[src/rtl/rom_sync.sv]
// Synchronous program memory with a zero-fill clear sequencer after reset, a
// LATENCY-deep registered read pipeline with range checking, and a run-time load port.
module rom_sync #(
  parameter int DATA_W  = 8,
  parameter int ADDR_W  = 8,
  parameter int DEPTH   = 32,
  parameter int LATENCY = 1
) (
  input  logic              clk,
  input  logic              reset,
  input  logic              rd,
  input  logic [ADDR_W-1:0] adrs,
  output logic [DATA_W-1:0] dout,
  output logic              dvalid,
  output logic              err,
  input  logic              ld_en,
  input  logic [ADDR_W-1:0] ld_adrs,
  input  logic [DATA_W-1:0] ld_data,
  output logic              ld_err,
  output logic              busy,
  output logic              o_dbg_state
);

  // Handshake: a read is accepted on any edge where rd=1 and busy=0; its result
  // appears as a single-cycle dvalid LATENCY cycles later. There is no back-pressure.
  localparam int                IDX_W    = (DEPTH > 1) ? $clog2(DEPTH) : 1;
  localparam logic [ADDR_W:0]   DEPTH_X  = (ADDR_W + 1)'(DEPTH);
  localparam logic [IDX_W-1:0]  LAST_IDX = IDX_W'(DEPTH - 1);

  typedef enum logic {
    S_CLEAR = 1'b0,
    S_RUN   = 1'b1
  } state_t;

  state_t             r_state;
  state_t             w_next;
  logic [IDX_W-1:0]   r_cnt;
  logic [DATA_W-1:0]  r_mem [DEPTH];
  logic [LATENCY-1:0] r_vld;
  logic [LATENCY-1:0] r_err;
  logic [DATA_W-1:0]  r_dat [LATENCY];
  logic               r_ld_err;

  logic               w_busy;
  logic               w_rd_acc;
  logic               w_rd_oor;
  logic               w_ld_oor;
  logic               w_ld_acc;
  logic [IDX_W-1:0]   w_rd_idx;
  logic [IDX_W-1:0]   w_ld_idx;

  always_ff @(posedge clk) begin
    if (reset) r_state <= S_CLEAR;
    else       r_state <= w_next;
  end

  always_comb begin
    w_next = r_state;
    case (r_state)
      S_CLEAR: if (r_cnt == LAST_IDX) w_next = S_RUN;
      S_RUN:   w_next = S_RUN;
      default: w_next = S_CLEAR;
    endcase
  end

  always_comb begin
    w_busy = (r_state == S_CLEAR);
  end

  always_ff @(posedge clk) begin
    if (reset)
      r_cnt <= '0;
    else if (r_state == S_CLEAR && r_cnt != LAST_IDX)
      r_cnt <= r_cnt + IDX_W'(1);
  end

  // Unsigned compare at full address width; never true when DEPTH == 2**ADDR_W.
  assign w_rd_oor = ({1'b0, adrs} >= DEPTH_X);
  assign w_ld_oor = ({1'b0, ld_adrs} >= DEPTH_X);
  assign w_rd_idx = adrs[IDX_W-1:0];
  assign w_ld_idx = ld_adrs[IDX_W-1:0];
  assign w_rd_acc = rd & ~w_busy;
  assign w_ld_acc = ld_en & ~w_busy & ~w_ld_oor;

  // Array has no reset; the clear sequencer is what zero-fills it.
  always_ff @(posedge clk) begin
    if (!reset) begin
      if (r_state == S_CLEAR)
        r_mem[r_cnt] <= '0;
      else if (w_ld_acc)
        r_mem[w_ld_idx] <= ld_data;
    end
  end

  // Read pipeline: data stages only load behind a valid bit, so dout holds between strobes.
  always_ff @(posedge clk) begin
    if (reset) begin
      r_vld <= '0;
      r_err <= '0;
      for (int i = 0; i < LATENCY; i++) r_dat[i] <= '0;
    end else begin
      r_vld[0] <= w_rd_acc;
      r_err[0] <= w_rd_acc & w_rd_oor;
      if (w_rd_acc) r_dat[0] <= w_rd_oor ? '0 : r_mem[w_rd_idx];
      for (int i = 1; i < LATENCY; i++) begin
        r_vld[i] <= r_vld[i-1];
        r_err[i] <= r_err[i-1];
        if (r_vld[i-1]) r_dat[i] <= r_dat[i-1];
      end
    end
  end

  always_ff @(posedge clk) begin
    if (reset) r_ld_err <= 1'b0;
    else       r_ld_err <= ld_en & (w_busy | w_ld_oor);
  end

  assign dout        = r_dat[LATENCY-1];
  assign dvalid      = r_vld[LATENCY-1];
  assign err         = r_err[LATENCY-1];
  assign ld_err      = r_ld_err;
  assign busy        = w_busy;
  assign o_dbg_state = r_state;

endmodule

[config.mk]
export PLATFORM = sky130hd
export DESIGN_NAME = rom_sync
export DESIGN_NICKNAME = d
export VERILOG_FILES = /design/src/rtl/rom_sync.sv
export SDC_FILE = /design/constraint.sdc
export NUM_CORES = 1
export LEC_CHECK = 0
export ABC_AREA = 1
export CAP_MARGIN = 20
export CORE_ASPECT_RATIO = 2
export CORE_MARGIN = 5
export CORE_UTILIZATION = 45
export CTS_BUF_LIST = sky130_fd_sc_hd__clkbuf_8 sky130_fd_sc_hd__clkbuf_16
export CTS_CLUSTER_DIAMETER = 60
export DETAILED_ROUTE_END_ITERATION = 10
export SLEW_MARGIN = 20
export SYNTH_ARGS = -nofsm -noshare
export SYNTH_HDL_FRONTEND = slang
export SYNTH_SLANG_ARGS = --single-unit
[constraint.sdc]
create_clock -name clk -period 2.7 [get_ports clk]
set_clock_uncertainty 0.15 [all_clocks]
set_input_delay 0.27 -clock clk [delete_from_list [all_inputs] [get_ports clk]]
set_output_delay 0.27 -clock clk [all_outputs]
set_load 0.1 [all_outputs]
# Yosys cells after proc, flatten, opt, wreduce, memory -nomap -nowiden
# Memory sizes are Yosys's and may differ from the RTL's.
# Index checks and enable logic that the tools add are counted.
# word_totals
reg_bits	9
mem_bits_rw	264
in_bits	28
out_inout_bits	13
word_cells	43
mem_count	2
# classes
addsub	1
magnitude_cmp	2
n_eq_ne	2
n_mux	20
bitwise_logic	8
n_reduce_logical	3
# mem_list
memory	depth	word_bits	rd	rd_clocked_by_memory_dff	wr	line_no	text
r_mem	32	8	1	0	1	38	logic [DATA_W-1:0] r_mem [DEPTH];
r_dat	1	8	1	0	1	41	logic [DATA_W-1:0] r_dat [LATENCY];
# op_table
op	n
$mux W8	3
$ge A8 B6 Y1 const B	2
$reduce_or A8 Y1	2
$mux W1	15
$add A5 B1 Y5 const B	1
$and A1 B1 Y1	5
$eq A5 B5 Y1 const B	1
$mux W5	1
$ne A5 B5 Y1 const B	1
$not A1 Y1	2
$pmux W1 S2	1
$logic_and A1 B1 Y1	1
$or A1 B1 Y1	1

# Longest topological paths before layout
# Gate-level depths: netlist (run 1).
# logic_depth
word_depth	9
ltp_mapped	12
depth_no_buf	10

# Least setup slack after synthesis (run 1)
# Ideal clock, no wire load.
# synth_path
path_type	flip-flop to flip-flop
start	register r_state, in the netlist o_dbg_state
end	memory r_mem[0][0], data pin
setup_ns	0.351
arrival_ns	2.355
path_slack_ns	-0.157
path_stages_with_launch	6
n_path_buf	1
period_less_slack_ns	2.857
cell_sequence	dfxtp_1 nand2_2 nor3_4 nand2_2 buf_2 nor2_1
# synth_between
elab_chain_cells	8
# synth_lines
element	line_no	text
start, declared	35	state_t r_state;
start signal, assigned	54	else r_state <= w_next;
$and A1 B1 Y1 (2 in series)	83	assign w_ld_acc = ld_en & ~w_busy & ~w_ld_oor;
$mux W1	90	else if (w_ld_acc)
$mux W1 (*)	88	if (r_state == S_CLEAR)
$mux W1 (*)	87	if (!reset) begin
$mux W1 (not written as such) (*)	91	r_mem[w_ld_idx] <= ld_data;
$reduce_or A8 Y1 (no source line) (*)	-	
$mux W8 (no source line) (*)	-	
end, declared	38	
# Every way passes the cells marked *; elsewhere a longest branch is shown, timed or not.

# Worst setup path after layout (run 1)
# layout_path
start	register r_state, in the netlist o_dbg_state
end	memory r_mem[2][3] (enable)
# layout_between
elab_chain_cells	8
word_cells_on_any_way	12
classes_between	9 x mux; 2 x bitwise; 1 x reduce/logical
# layout_lines
element	line_no
$and A1 B1 Y1 (2 in series)	83
$mux W1	90
$mux W1	88
$mux W1	87
$mux W1 (not written as such)	91
$reduce_or A8 Y1 (no source line)	-
$mux W5 (no source line) / $mux W1 (equally long branches)	-
# Several ways; a longest one is shown, not always the timed one.

==> flow_summary.json, run 1 <==
{
  "cts_tree": "built",
  "dieArea_um2": 28740,
  "drtIter0Drc": 546,
  "synth_nets": 1050,
  "port-buffer-count": 40,
  "timing.final.hold_violations": 0,
  "antenna_left": 0,
  "synth_top_family_by_area": "simple AND/OR/NAND/NOR gates",
  "synth-compound-area-share_pct": 5.590,
  "finalNetCount": 1130,
  "grt_max_degree": 75,
  "grtUsageTotal_pct": 20.20,
  "arrival_ns": 2.44,
  "rsz0062_at_grt": "false",
  "p_total_uw": 8488,
  "internal-power_uw": 6623,
  "min_path_type": "in2reg",
  "synth_fa_ha_area_share_pct": 0.2201,
  "pre_cts_ws_ns": -0.1393,
  "cts_buffer_depth": 3,
  "synth_cell_types": 29,
  "seqPwrFrac_pct": 54.5,
  "drive_above_1_share_pct": 12.70,
  "clkPwrFrac_pct": 39.1,
  "syn_area_um2": 11370,
  "n_antenna_cell": 0,
  "path_max_fanout": 13,
  "final.fill_count": 2225,
  "num_io_pins": 41,
  "core_area_um2": 25030,
  "clk_latency_ns": 0.53,
  "post_cts_buffers": 0,
  "fin_cells": 1454,
  "syn_inst": 1020,
  "grt_antenna_before_repair": 0,
  "critPathKind": "reg2reg",
  "numCtsBuffers": 24,
  "power_density_nw_per_um2": 636.4,
  "start_util_pct": 45.42,
  "cts-root-buf": "clkbuf_16",
  "fin_util_pct": 53.27,
  "worstPathRequired_ns": 2.71,
  "synth-xor-area-share_pct": 0.07702,
  "detail_route.vias_per_cell": 5.098,
  "ys_ff_latch": 273,
  "post-route-min-period_ns": 2.433,
  "path_clk_slew_ns": 0.06,
  "wire_per_inst_um": 19.56,
  "power_leakage_uw": 0.004700,
  "startpoint_type": "register",
  "ir_drop_mv": 0.3673,
  "syn_to_final_growth_pct": 17.29,
  "setup_viol": 0,
  "grt_pass1_wl_um": 43100,
  "die_w_um": 122.4,
  "ctsHtreeMaxLevel": 1,
  "async_flop_share_pct": 0,
  "slew_viol_final": 0,
  "pwr-share-comb_pct": 6.4,
  "ys_warn_count": 0,
  "synth_simple_gate_area_share_pct": 18.63,
  "worst_pin_slew_ns": 0.6749,
  "muxShareOfSynthArea_pct": 0,
  "die_h_um": 234.8,
  "cts_num_sinks": 273,
  "final_common_cell": "edfxtp_1",
  "wirelength_um": 28440,
  "dr.pass1.iters": 5,
  "rows": 82,
  "place_congestion": 0.8703,
  "synth_top_flop_cell": "edfxtp_1",
  "p_sw_uw": 1865,
  "route.detailed.drc": 0,
  "end_kind": "register",
  "layout_common_cells": "264 x edfxtp_1, 221 x nand2_1, 184 x nor2_1, 83 x nand3_1, 76 x o21ai_0",
  "layout_setup_ws_ns": 0.2667,
  "ys_seq_area_share_pct": 71.30,
  "switching_share_pct": 21.97,
  "period_share_pct": 90.12,
  "vias": 7413,
  "post-dp-hpwl_um": 18880,
  "max_slew_margin_pct": 54.84,
  "status": "finished clean",
  "grt-ovfl-total": 0,
  "fmax_ghz": 0.4110,
  "avgSynthCellArea_um2": 11.15,
  "synth-edff-count": 264,
  "drv_cap": 0,
  "dp_cells": 1410,
  "grt_pass1_vias": 7589
}
## metal layers
| layer | wire length, µm | share of wire (%) | up-vias | global-route usage [%] |
|---|---|---|---|---|
| li1 | - | - | 3621 | - |
| met3 | 1388 | 4.9 | 83 | 2.070 |
| met4 | 1550 | 5.5 | 0 | 10.33 |
| met1 | 10060 | 35 | 3462 | 22.24 |
| met5 | 0 | 0 | - | 0 |
| met2 | 15440 | 54 | 247 | 37.41 |
## Yosys cell counts (2+ instances only)
cell | count | share of area, %
o211ai_1 | 2 | 0.13
edfxtp_1 | 264 | 70
a21oi_1 | 35 | 1.5
nand3_1 | 83 | 3.7
inv_2 | 4 | 0.13
o21ai_0 | 76 | 3.3
o21ai_2 | 3 | 0.23
buf_4 | 3 | 0.20
nand2_1 | 221 | 7.3
buf_1 | 3 | 0.099
a31oi_1 | 2 | 0.11
inv_1 | 57 | 1.9
o21ai_1 | 2 | 0.088
nand3_4 | 4 | 0.62
nor3_1 | 2 | 0.088
clkbuf_1 | 14 | 0.46
nand2_2 | 4 | 0.22
buf_2 | 29 | 1.3
ha_1 | 2 | 0.22
dfxtp_1 | 9 | 1.6
nor2_1 | 193 | 6.4
## registers in the layout, indices dropped and copies added (netlist names)
| name | count |
|---|---|
| r_mem | 256 |
| r_dat | 8 |
| r_cnt | 5 |
| dvalid | 1 |
| err | 1 |
| ld_err | 1 |
| o_dbg_state | 1 |
## power by group through the flow
stage,Clock [µW],Sequential (µW),Combinational [µW]
after global placement,0,4720,545
final,3320,4620,545
after CTS,3370,4620,549
after floorplan,0,4750,303
after detailed placement,0,4720,548
after global routing,3540,4620,596
## critical path, stage by stage (launching register included)
cell	delay, ns
dfxtp_2	0.41
nand2_2	0.09
nor3_4	0.16
nand2_2	0.22
nor2_1	0.15
nor2_1	0.07
nor2_1	0.13
nand2_1	0.15
nor2_1	0.55
## final timing paths
| kind | startpoint | endpoint | slack [ns] | depth (start not counted) |
|---|---|---|---|---|
| worst max-delay path | o_dbg_state | r_mem[2][3] | 0.27 | 8 |
| worst min-delay path | ld_en | ld_err | 0.17 | 3 |
| worst min register to register | r_cnt[4] | r_cnt[4] | 0.35 | 2 |
| worst max register to register | o_dbg_state | r_mem[2][3] | 0.27 | 8 |
## area by class of cell
cell class | count | area [µm²] | area share, %
tap | 336 | 420.4 | 3.152
timing repair buffer | 104 | 996.0 | 7.468
clock buffer | 27 | 653.1 | 4.897
clock inverter | 17 | 115.1 | 0.8631
inverter | 62 | 232.7 | 1.745
sequential | 273 | 8109 | 60.80
multi-input combinational | 635 | 2810 | 21.07
## through the flow
step / TNS [ns] / area, µm² / hold slack [ns]
final: 0 / 13340 / 0.1689
after detailed placement: -1.992 / 12570 / 0.3341
after CTS: 0 / 13330 / 0.1562
after floorplan: 0 / 11370 / 0.2634
after global routing: 0 / 13340 / 0.1702
after global placement: -0.4696 / 12570 / 0.3397
## repair_timing
| action | CTS | global route |
|---|---|---|
| gates resized for setup | 0 | 1 |
| hold buffers | 0 | 0 |
| endpoints found under the setup margin | 0 | 8 |
## kinds of logic (layout without fill, tap and decap cells)
group,after synthesis,after routing
flip-flops,273,273
adder cells (fa/ha/maj),2,2
XOR/XNOR,1,1
buffers and inverters,112,210
AO/OA/AOI/OAI,121,121
AND/OR/NAND/NOR,511,511
Power figures use the tool's default switching activity.
==> run 2: changes to the inputs <==
Settings changed: CTS_CLUSTER_DIAMETER 60 to 50, GPL_TIMING_DRIVEN from default to 0.
==> run 2 against run 1 <==
Compared with the run above:
- the run now ends with setup timing left
- fmax decreased by 12%
- final cell count fell by 0.76%
- global-route usage is 1.9 points higher
- sequential share of layout area increased by 0.74 points
- critical path depth increased by 1
- first-iteration DRC count grew 21%
- worst hold slack lost 0.13 ns
- clock power decreased by 6.0%
- power is 2.0% lower
- design area shrank 1.2%
- critical path type unchanged
- largest cell class unchanged
- highest routed layer unchanged
==> flow_summary.json, run 2 (same netlist as run 1, synthesis figures left out) <==
{
  "clkPwrFrac_pct": 37.5,
  "cts_tree": "built",
  "post-route-min-period_ns": 2.756,
  "r2r_end": "r_mem[9][5]",
  "final_common_cell": "edfxtp_1",
  "post_cts_buffers": 0,
  "drv_cap": 0,
  "n_antenna_cell": 0,
  "placedInstanceArea_um2": 12410,
  "port-buffer-count": 37,
  "p_total_uw": 8321,
  "drtIter0Drc": 662,
  "power_density_nw_per_um2": 631.5,
  "grtUsageTotal_pct": 22.13,
  "dieArea_um2": 28740,
  "hold_path_end": "r_cnt[2]",
  "grt_pass1_wl_um": 46080,
  "startpoint_type": "register",
  "arrival_ns": 2.75,
  "finalNetCount": 1121,
  "syn_to_final_growth_pct": 15.88,
  "critPathKind": "reg2reg",
  "timing.final.hold_violations": 0,
  "core_area_um2": 25030,
  "wirelength_um": 31410,
  "layout_setup_ws_ns": -0.05649,
  "rsz0062_at_grt": "true",
  "r2r_cells": 9,
  "cts-root-buf": "clkbuf_16",
  "path_cells": "nand2_2 -> nor3_4 -> nand2_2 -> buf_2 -> nor2_1 -> nor2_1 -> nor2_1 -> nand2_1 -> nor2_1",
  "vias": 7683,
  "clk_latency_ns": 0.52,
  "cts_buffer_depth": 3,
  "wire_per_inst_um": 21.77,
  "violations": "setup timing",
  "status": "finished, violations left",
  "cp_top_family": "simple AND/OR/NAND/NOR gates",
  "ctsHtreeMaxLevel": 1,
  "cts_num_sinks": 273,
  "place_congestion": 0.9411,
  "end_kind": "register",
  "r2r-start": "o_dbg_state",
  "ir_drop_mv": 0.3731,
  "grt_max_degree": 21,
  "min_path_cells": 4,
  "numCtsBuffers": 23,
  "min_path_type": "in2reg",
  "die_h_um": 234.8,
  "drive_above_1_share_pct": 11.56,
  "detail_route.vias_per_cell": 5.324,
  "rows": 82,
  "slew_viol_final": 0,
  "final.fill_count": 2242,
  "switching_share_pct": 22.76,
  "seqPwrFrac_pct": 55.5,
  "start_util_pct": 45.42,
  "internal-power_uw": 6427,
  "multi_input_comb_area_um2": 2910,
  "holdCritStartpoint": "reset",
  "r2r_slack_ns": -0.06,
  "pwr-share-comb_pct": 6.9,
  "critPathSlowestCell": "nor2_1",
  "route.detailed.drc": 0,
  "reg_top3": "r_mem x256, r_dat x8, r_cnt x5",
  "period_share_pct": 102.1,
  "register_area_um2": 8109,
  "antenna_left": 0,
  "fmax_ghz": 0.3628,
  "setup_viol": 24,
  "power_leakage_uw": 0.004514,
  "path_clk_slew_ns": 0.07,
  "largest_reg_flops": 256,
  "grt_pass1_vias": 7583,
  "layout_common_cells": "264 x edfxtp_1, 221 x nand2_1, 160 x nor2_1, 83 x nand3_1, 76 x o21ai_0",
  "cp_common_cell": "nor2_1",
  "p_sw_uw": 1894,
  "slowest_delay_ns": 0.65,
  "largest_register": "r_mem",
  "tns_ns": -1.042,
  "num_io_pins": 41,
  "path_max_fanout": 10,
  "finish.instance_area_um2": 13180,
  "die_w_um": 122.4,
  "grt_antenna_before_repair": 0,
  "post-dp-hpwl_um": 22940,
  "max_slew_margin_pct": 33.45,
  "worstPathRequired_ns": 2.69,
  "dr.pass1.iters": 5,
  "crit_buf_inv": 1,
  "grt-ovfl-total": 0,
  "worst_pin_slew_ns": 0.9951
}
## run 2: cell types whose count changed in the layout (fill, tap and decap cells not counted), sizes merged
cell,change
clkinvlp,-2
buf,-34
clkinv,+2
inv,+1
clkdlybuf4s50,+11
clkbuf,+10
dlygate4sd3,+1
## run 2: layout make-up
type,count,share of cell area (%)
Sequential cell,273,61.54
Multi-Input combinational cell,635,22.09
Clock buffer,23,4.368
Timing Repair Buffer,46,4.368
Tap cell,336,3.191
Buffer,50,1.842
Inverter,62,1.766
Clock inverter,18,0.8356
## run 2: how the worst max path moves through the flow
stage / from / cells after the start / end
5_1_grt: o_dbg_state / 9 / r_mem[8][7]
4_1_cts: o_dbg_state / 9 / r_mem[8][4]
6_report: o_dbg_state / 9 / r_mem[9][5]
3_3_place_gp: ld_adrs[6] / 5 / r_mem[9][3]
2_1_floorplan: o_dbg_state / 5 / r_mem[0][0]
3_5_place_dp: ld_adrs[6] / 9 / r_mem[11][0]
## run 2: per-stage QoR
stage	utilization, %	hold slack [ns]	worst slack (ns)	cells
2_1_floorplan	-	0.2634	0.2042	1020
3_5_place_dp	49.59	0.3224	-0.3994	1401
3_3_place_gp	48.59	0.3189	-1.343	1393
4_1_cts	52.41	0.03008	-0.04401	1443
5_1_grt	52.63	0.05384	-0.1746	1443
6_report	52.63	0.03484	-0.05649	1443
## run 2: power groups by stage
stage | clock network, µW | logic, µW | registers [µW]
after CTS | 3150 | 570 | 4620
final | 3120 | 576 | 4620
after global routing | 3330 | 618 | 4620
after detailed placement | 0 | 564 | 4720
after global placement | 0 | 556 | 4720
after floorplan | 0 | 303 | 4750
## run 2: worst register-to-register path, delay by kind of cell (launching register included)
family | cells | cell delay [ns]
buffers and inverters | 1 | 0.25
DFF | 1 | 0.40
and+or+nand+nor | 8 | 1.58
## run 2: per-layer routing
metal / part of all wire (%) / global-route usage [%] / vias up
met5: 0 / 0 / -
met4: 6.9 / 14.11 / 0
met3: 4.9 / 2.768 / 88
met2: 55 / 40.40 / 297
met1: 34 / 23.28 / 3689
li1: - / - / 3609
## run 2: what timing repair did
item,in CTS,in global routing
endpoints found under the hold margin,4,0
setup endpoints to repair,77,184
hold buffers,1,0
gates resized for setup,5,21
